<file path="src/rtl/gpu_pkg.sv">
// Shared GPU definitions: opcodes understood by the pixel generator and the
// scheduler FSM state encoding.
package gpu_pkg;

  localparam logic [7:0] OP_CLEAR     = 8'h01;
  localparam logic [7:0] OP_FILL      = 8'h02;
  localparam logic [7:0] OP_LINE      = 8'h03;
  localparam logic [7:0] OP_RECT      = 8'h04;
  localparam logic [7:0] OP_BLIT      = 8'h05;
  localparam logic [7:0] OP_PALETTE   = 8'h06;
  localparam logic [7:0] OP_SET_PIXEL = 8'h07;
  localparam logic [7:0] OPCODE_MAX   = OP_SET_PIXEL;

  typedef enum logic [1:0] {
    ST_IDLE       = 2'd0,
    ST_WAIT_BLANK = 2'd1,
    ST_GAP        = 2'd2
  } sched_state_e;

  function automatic logic opcode_is_valid(input logic [7:0] op);
    return (op != 8'h00) && (op <= OPCODE_MAX);
  endfunction

endpackage

</file>
<file path="src/rtl/instruction_fifo.sv">
// Synchronous word FIFO; power-of-two depth so the pointers wrap for free.
module instruction_fifo #(
  parameter int DEPTH = 8,
  parameter int WIDTH = 32
) (
  input  logic                     clk,
  input  logic                     rst_n,
  input  logic                     push,
  input  logic                     pop,
  input  logic [WIDTH-1:0]         push_data,
  output logic [WIDTH-1:0]         head,
  output logic [$clog2(DEPTH):0]   count,
  output logic                     full,
  output logic                     empty
);

  localparam int AW = $clog2(DEPTH);
  localparam int CW = AW + 1;

  logic [WIDTH-1:0] mem_r [DEPTH];
  logic [AW-1:0]    wr_ptr_r;
  logic [AW-1:0]    rd_ptr_r;
  logic [CW-1:0]    count_r;
  logic             do_push_s;
  logic             do_pop_s;

  assign full      = (count_r == CW'(DEPTH));
  assign empty     = (count_r == {CW{1'b0}});
  assign do_push_s = push & ~full;
  assign do_pop_s  = pop & ~empty;
  assign head      = mem_r[rd_ptr_r];
  assign count     = count_r;

  // Storage array, written on accepted pushes only.
  always_ff @(posedge clk) begin
    if (do_push_s) begin
      mem_r[wr_ptr_r] <= push_data;
    end
  end

  // Pointers and occupancy; simultaneous push and pop leaves the count alone.
  always_ff @(posedge clk or negedge rst_n) begin
    if (!rst_n) begin
      wr_ptr_r <= {AW{1'b0}};
      rd_ptr_r <= {AW{1'b0}};
      count_r  <= {CW{1'b0}};
    end else begin
      if (do_push_s) wr_ptr_r <= wr_ptr_r + 1'b1;
      if (do_pop_s)  rd_ptr_r <= rd_ptr_r + 1'b1;
      case ({do_push_s, do_pop_s})
        2'b10:   count_r <= count_r + 1'b1;
        2'b01:   count_r <= count_r - 1'b1;
        default: count_r <= count_r;
      endcase
    end
  end

endmodule

</file>
<file path="src/rtl/instruction_scheduler.sv">
// Two-requester instruction buffer feeding the pixel generator; SET_PIXEL is
// held until blanking and every issue is followed by a fixed idle gap.
module instruction_scheduler
  import gpu_pkg::*;
#(
  parameter int FIFO_DEPTH = 8,
  parameter int GAP_CYCLES = 2
) (
  input  logic                          i_clk,
  input  logic                          i_rst_n,
  input  logic                          i_req0_valid,
  input  logic [31:0]                   i_req0_instr,
  output logic                          o_req0_ready,
  input  logic                          i_req1_valid,
  input  logic [31:0]                   i_req1_instr,
  output logic                          o_req1_ready,
  input  logic                          i_hblank,
  input  logic                          i_vblank,
  output logic [31:0]                   o_instruction,
  output logic                          o_instruction_ready,
  output logic [$clog2(FIFO_DEPTH):0]   o_fifo_count,
  output logic [7:0]                    o_drop_count
);

  localparam int CW = $clog2(FIFO_DEPTH) + 1;
  localparam logic [3:0] GAP_LOAD = (GAP_CYCLES > 0) ? 4'(GAP_CYCLES - 1) : 4'd0;
  localparam sched_state_e POST_ISSUE = (GAP_CYCLES > 0) ? ST_GAP : ST_IDLE;

  logic          grant0_s;
  logic          grant1_s;
  logic          push_s;
  logic          pop_s;
  logic          issue_s;
  logic          drop_s;
  logic          blank_s;
  logic          full_s;
  logic          empty_s;
  logic          last_req0_r;
  logic [31:0]   push_data_s;
  logic [31:0]   head_s;
  logic [7:0]    head_op_s;
  logic [CW-1:0] count_s;
  logic [3:0]    gap_cnt_r;
  sched_state_e  state_r;
  sched_state_e  state_next_s;

  // Round-robin between two requesters: on contention the one not served last wins.
  assign grant0_s     = i_req0_valid & (~i_req1_valid | ~last_req0_r);
  assign grant1_s     = i_req1_valid & ~grant0_s;
  assign o_req0_ready = grant0_s & ~full_s;
  assign o_req1_ready = grant1_s & ~full_s;
  assign push_s       = o_req0_ready | o_req1_ready;
  assign push_data_s  = grant1_s ? i_req1_instr : i_req0_instr;
  assign pop_s        = issue_s | drop_s;
  assign blank_s      = i_hblank | i_vblank;
  assign head_op_s    = head_s[7:0];
  assign o_fifo_count = count_s;

  instruction_fifo #(
    .DEPTH (FIFO_DEPTH),
    .WIDTH (32)
  ) u_fifo (
    .clk       (i_clk),
    .rst_n     (i_rst_n),
    .push      (push_s),
    .pop       (pop_s),
    .push_data (push_data_s),
    .head      (head_s),
    .count     (count_s),
    .full      (full_s),
    .empty     (empty_s)
  );

  // Remember which requester the last transfer served.
  always_ff @(posedge i_clk or negedge i_rst_n) begin
    if (!i_rst_n) begin
      last_req0_r <= 1'b0;
    end else if (push_s) begin
      last_req0_r <= grant0_s;
    end
  end

  // FSM state register.
  always_ff @(posedge i_clk or negedge i_rst_n) begin
    if (!i_rst_n) begin
      state_r <= ST_IDLE;
    end else begin
      state_r <= state_next_s;
    end
  end

  // FSM next-state logic.
  always_comb begin
    state_next_s = state_r;
    case (state_r)
      ST_IDLE: begin
        if (!empty_s && opcode_is_valid(head_op_s)) begin
          if ((head_op_s == OP_SET_PIXEL) && !blank_s) begin
            state_next_s = ST_WAIT_BLANK;
          end else begin
            state_next_s = POST_ISSUE;
          end
        end else begin
          state_next_s = ST_IDLE;
        end
      end
      ST_WAIT_BLANK: begin
        if (blank_s) begin
          state_next_s = POST_ISSUE;
        end else begin
          state_next_s = ST_WAIT_BLANK;
        end
      end
      ST_GAP: begin
        if (gap_cnt_r == 4'd0) begin
          state_next_s = ST_IDLE;
        end else begin
          state_next_s = ST_GAP;
        end
      end
      default: state_next_s = ST_IDLE;
    endcase
  end

  // FSM outputs: issue the head word or discard an unknown opcode.
  always_comb begin
    issue_s = 1'b0;
    drop_s  = 1'b0;
    case (state_r)
      ST_IDLE: begin
        if (empty_s) begin
          issue_s = 1'b0;
        end else if (!opcode_is_valid(head_op_s)) begin
          drop_s = 1'b1;
        end else if ((head_op_s != OP_SET_PIXEL) || blank_s) begin
          issue_s = 1'b1;
        end else begin
          issue_s = 1'b0;
        end
      end
      ST_WAIT_BLANK: begin
        if (blank_s && !empty_s) begin
          issue_s = 1'b1;
        end else begin
          issue_s = 1'b0;
        end
      end
      ST_GAP:  issue_s = 1'b0;
      default: issue_s = 1'b0;
    endcase
  end

  // Registered strobe, zeroed instruction bus, gap timer and drop counter.
  always_ff @(posedge i_clk or negedge i_rst_n) begin
    if (!i_rst_n) begin
      o_instruction       <= 32'h0;
      o_instruction_ready <= 1'b0;
      o_drop_count        <= 8'h00;
      gap_cnt_r           <= 4'd0;
    end else begin
      o_instruction       <= issue_s ? head_s : 32'h0;
      o_instruction_ready <= issue_s;
      if (drop_s && (o_drop_count != 8'hFF)) begin
        o_drop_count <= o_drop_count + 8'h01;
      end
      if (issue_s) begin
        gap_cnt_r <= GAP_LOAD;
      end else if ((state_r == ST_GAP) && (gap_cnt_r != 4'd0)) begin
        gap_cnt_r <= gap_cnt_r - 4'd1;
      end
    end
  end

endmodule
</file>
<file path="config.mk">
export PLATFORM = sky130hd
export DESIGN_NAME = instruction_scheduler
export DESIGN_NICKNAME = d
export VERILOG_FILES = /design/src/rtl/gpu_pkg.sv /design/src/rtl/instruction_fifo.sv /design/src/rtl/instruction_scheduler.sv
export SDC_FILE = /design/constraint.sdc
export NUM_CORES = 1
export LEC_CHECK = 0
export ABC_CLOCK_PERIOD_IN_PS = 5000
export CAP_MARGIN = 20
export CORE_MARGIN = 1.5
export CORE_UTILIZATION = 54
export CTS_BUF_LIST = sky130_fd_sc_hd__clkbuf_4 sky130_fd_sc_hd__clkbuf_8
export DETAILED_ROUTE_END_ITERATION = 12
export PLACE_DENSITY_LB_ADDON = 0.1
export SLEW_MARGIN = 0
export SYNTH_ARGS = -nofsm -noshare
export SYNTH_HDL_FRONTEND = slang
export SYNTH_SLANG_ARGS = --single-unit
</file>
<file path="constraint.sdc">
create_clock -name i_clk -period 5 [get_ports i_clk]
set_clock_uncertainty 0.2 [all_clocks]
set_input_delay 1 -clock i_clk [delete_from_list [all_inputs] [get_ports i_clk]]
set_output_delay 1 -clock i_clk [all_outputs]
set_load 0.02 [all_outputs]
</file>
==> flow_summary.json <==
{
  "status": "finished, final reports clean",
  "synth-simple-area-share_pct": 4.21,
  "postLayoutCellArea_um2": 15000,
  "worstSetupEndpointType": "primary output",
  "placed_area_um2": 14000,
  "io-pin-count": 117,
  "place_congestion": 0.780,
  "dpl.hpwl_um": 13200,
  "crit_type": "primary input to primary output",
  "diodes": 0,
  "clockBufferDepth": 3,
  "drcViolationCount": 0,
  "fillers": 1500,
  "maxCapViolations": 0,
  "cts_resized": 0,
  "synth_warnings": 0,
  "layout-area-overhead-vs-synth_pct": 20.4,
  "cts_sinks": 314,
  "wire_per_inst_um": 21.7,
  "min_from": "o_drop_count[5]$_DFFE_PN0P_",
  "io_buffers": 116,
  "fin_ws_ns": 1.06,
  "cts_tree": "done",
  "routed_wl_um": 23600,
  "cp_common_cell": "clkdlybuf4s50_1",
  "relSlewSlack_pct": 24.5,
  "whs_path_depth": 1,
  "path_cells": "clkdlybuf4s50_1, a221oi_1, clkdlybuf4s50_1",
  "multi_input_area_um2": 3170,
  "ff_latch_area_um2": 9150,
  "synth_nets": 685,
  "via_per_inst": 5.70,
  "fin_crit_sh_pct": 78.9,
  "grt_max_degree": 59,
  "slowest_stage": "clkdlybuf4s50_1",
  "clkSlewWorstSetupHoldPaths_ns": 0.06,
  "initial_core_util_pct": 55.0,
  "reg2reg_from": "u_fifo.rd_ptr_r[1]$_DFFE_PN0P_",
  "powerDensity_nw_per_um2": 564,
  "grt_first_pass_wirelength_um": 36800,
  "finalCriticalPeriod_ns": 3.94,
  "pre_cts_ws_ns": 0.837,
  "synth-xor-area-share_pct": 1.20,
  "syn-cell-area_um2": 12400,
  "hold_buffers": 0,
  "yosysSeqAreaShare_pct": 73.4,
  "r2r_cells": 11,
  "synth-adder-area-share_pct": 0.865,
  "die_area_um2": 24000,
  "ant_nets": 0,
  "final_common_cell": "edfxtp_1",
  "rows": 55,
  "clk_latency_ns": 0.57,
  "startpoint_type": "primary input",
  "grt_setup_unrepaired": "no",
  "synth_area_per_cell_um2": 20.5,
  "vias": 6210,
  "drt_pass1_iterations": 4,
  "final_cell_mix": "256 x edfxtp_1, 115 x clkdlybuf4s50_1, 64 x mux4_2",
  "max_stage_delay_ns": 0.71,
  "p_leak_nw": 5.26,
  "grt_pass1_vias": 6569,
  "timing.fmax_mhz": 254,
  "die_h_um": 155,
  "ys_ff_latch": 314,
  "cp.arrival_ns": 2.74,
  "hold_viol": 0,
  "finalSetupViolations": 0,
  "critPathMaxFanout": 5,
  "drt_iter0_markers": 317,
  "synth_cell_types": 44,
  "crit_end": "o_req0_ready",
  "worstHoldPathType": "register to register",
  "grt_use_total_pct": 20.7,
  "h-tree-depth": 2,
  "tightest_slew_ns": 1.13,
  "syn_inst": 607,
  "reg2reg_setup_slack_ns": 1.12,
  "cts-root-buf": "clkbuf_8",
  "synth-compound-area-share_pct": 0.975,
  "nNetsFinal": 843,
  "core-area_um2": 22600,
  "worstReg2RegEnd": "u_fifo.count[3]$_DFFE_PN0P_",
  "slew_violations": 0,
  "cts_made_buffers": 49,
  "drive_above_1_share_pct": 29.7,
  "synth_mux_area_share_pct": 17.6,
  "synth_top_family_by_area": "multiplexers",
  "antenna_found_initial": 0,
  "startpoint": "i_req1_valid",
  "vdd_ir_drop_max_v": 0.000288,
  "overflow": 0,
  "crit_required_ns": 3.80,
  "die_w_um": 155,
  "cts_setup_buffers": 0
}
-- power breakdown --
group,total (mW),switching (mW),internal [mW]
Sequential,3.79,0.327,3.46
Clock,2.12,0.958,1.17
Combinational,2.53,1.34,1.19
-- per-stage QoR --
stage	power (mW)	std cells	util, %	hold WS (ns)	TNS (ns)
CTS	8.55	1090	66.2	0.326	0
detailed placement	6.43	999	61.8	0.317	0
finish	8.45	1090	66.2	0.319	0
floorplan	5.64	607	-	0.308	-7.58
global placement	6.36	999	61.8	0.293	0
global route	8.87	1090	66.2	0.351	0
-- logic make-up (layout without fill, tap and decap cells) --
kind of cell / count (synthesis) / in the layout
DFF: 314 / 314
muxes: 134 / 134
and+or+nand+nor: 81 / 81
buffers and inverters: 35 / 233
AOI/OAI and AO/OA: 18 / 18
xor gates and xnor gates: 17 / 17
adders and majority gates: 8 / 8
-- Yosys cell counts --
master      n  area (um^2)
a211o_1     2         17.5
a21o_1      2         15.0
a21oi_1     3         15.0
a221oi_1    1         8.76
a22o_1      1         8.76
a31o_2      1         8.76
a31oi_1     1         6.26
and2_1      2         12.5
and3_1      1         6.26
and4_1      1         8.76
buf_1       3         11.3
buf_12      2         40.0
buf_2       5         25.0
buf_4       1         7.51
buf_6       4         45.0
buf_8       1         15.0
clkbuf_1   10         37.5
dfrtp_1    58         1450
edfxtp_1  256         7690
fa_1        1         20.0
ha_1        7         87.6
inv_1       9         33.8
mux2_2     36          405
mux2i_1    34          340
mux4_2     64         1440
nand2_1     9         33.8
nand2b_1    3         18.8
nand3_1     5         25.0
nand3_2     1         10.0
nand3b_1    1         7.51
nor2_1     25         93.8
nor2_2      1         6.26
nor2_4     20          225
nor3_1      6         30.0
nor4_1      3         18.8
nor4_2      1         12.5
nor4b_1     1         8.76
o21ai_0     4         20.0
o21ai_1     1         5.00
o21bai_1    1         7.51
o311ai_0    1         8.76
or3_1       1         6.26
xnor2_1     9         78.8
xor2_1      8         70.1
-- metal layers --
layer	track usage (%)	vias up	wire (um)
li1	-	2741	-
met1	27.8	3233	10000
met2	34.9	198	11700
met3	3.67	38	1460
met4	6.41	0	449
met5	0	-	0
-- registers in the layout (all words and copies together), names as in the netlist --
| register | flops |
|---|---|
| u_fifo.count | 4 |
| u_fifo.rd_ptr_r | 3 |
| o_instruction | 32 |
| gap_cnt_r | 4 |
| state_r | 2 |
| o_instruction_ready | 1 |
| o_drop_count | 8 |
| u_fifo.mem_r | 256 |
| u_fifo.wr_ptr_r | 3 |
| last_req0_r | 1 |
-- worst min-delay path by stage --
| stage | end |
|---|---|
| finish | o_drop_count[5]$_DFFE_PN0P_ |
| global route | o_drop_count[5]$_DFFE_PN0P_ |
| CTS | o_drop_count[5]$_DFFE_PN0P_ |
| detailed placement | o_drop_count[5]$_DFFE_PN0P_ |
| global placement | o_drop_count[7]$_DFFE_PN0P_ |
| floorplan | gap_cnt_r[0]$_DFFE_PN0P_ |
-- critical path, delay by kind of cell --
kind	cells	cell delay [ns]
buffers and inverters	2	1.17
AO/OA/AOI/OAI	1	0.57
-- cell type report --
cell class	count	share of cell area, %
multi-input cells	258	21.1
inverters	9	0.226
flip-flops and latches	314	61.1
clock buffers	77	6.11
well taps	285	2.38
repair buffers	133	8.59
clock inverters	14	0.485
Note: power is estimated with default switching activity, not from simulation.
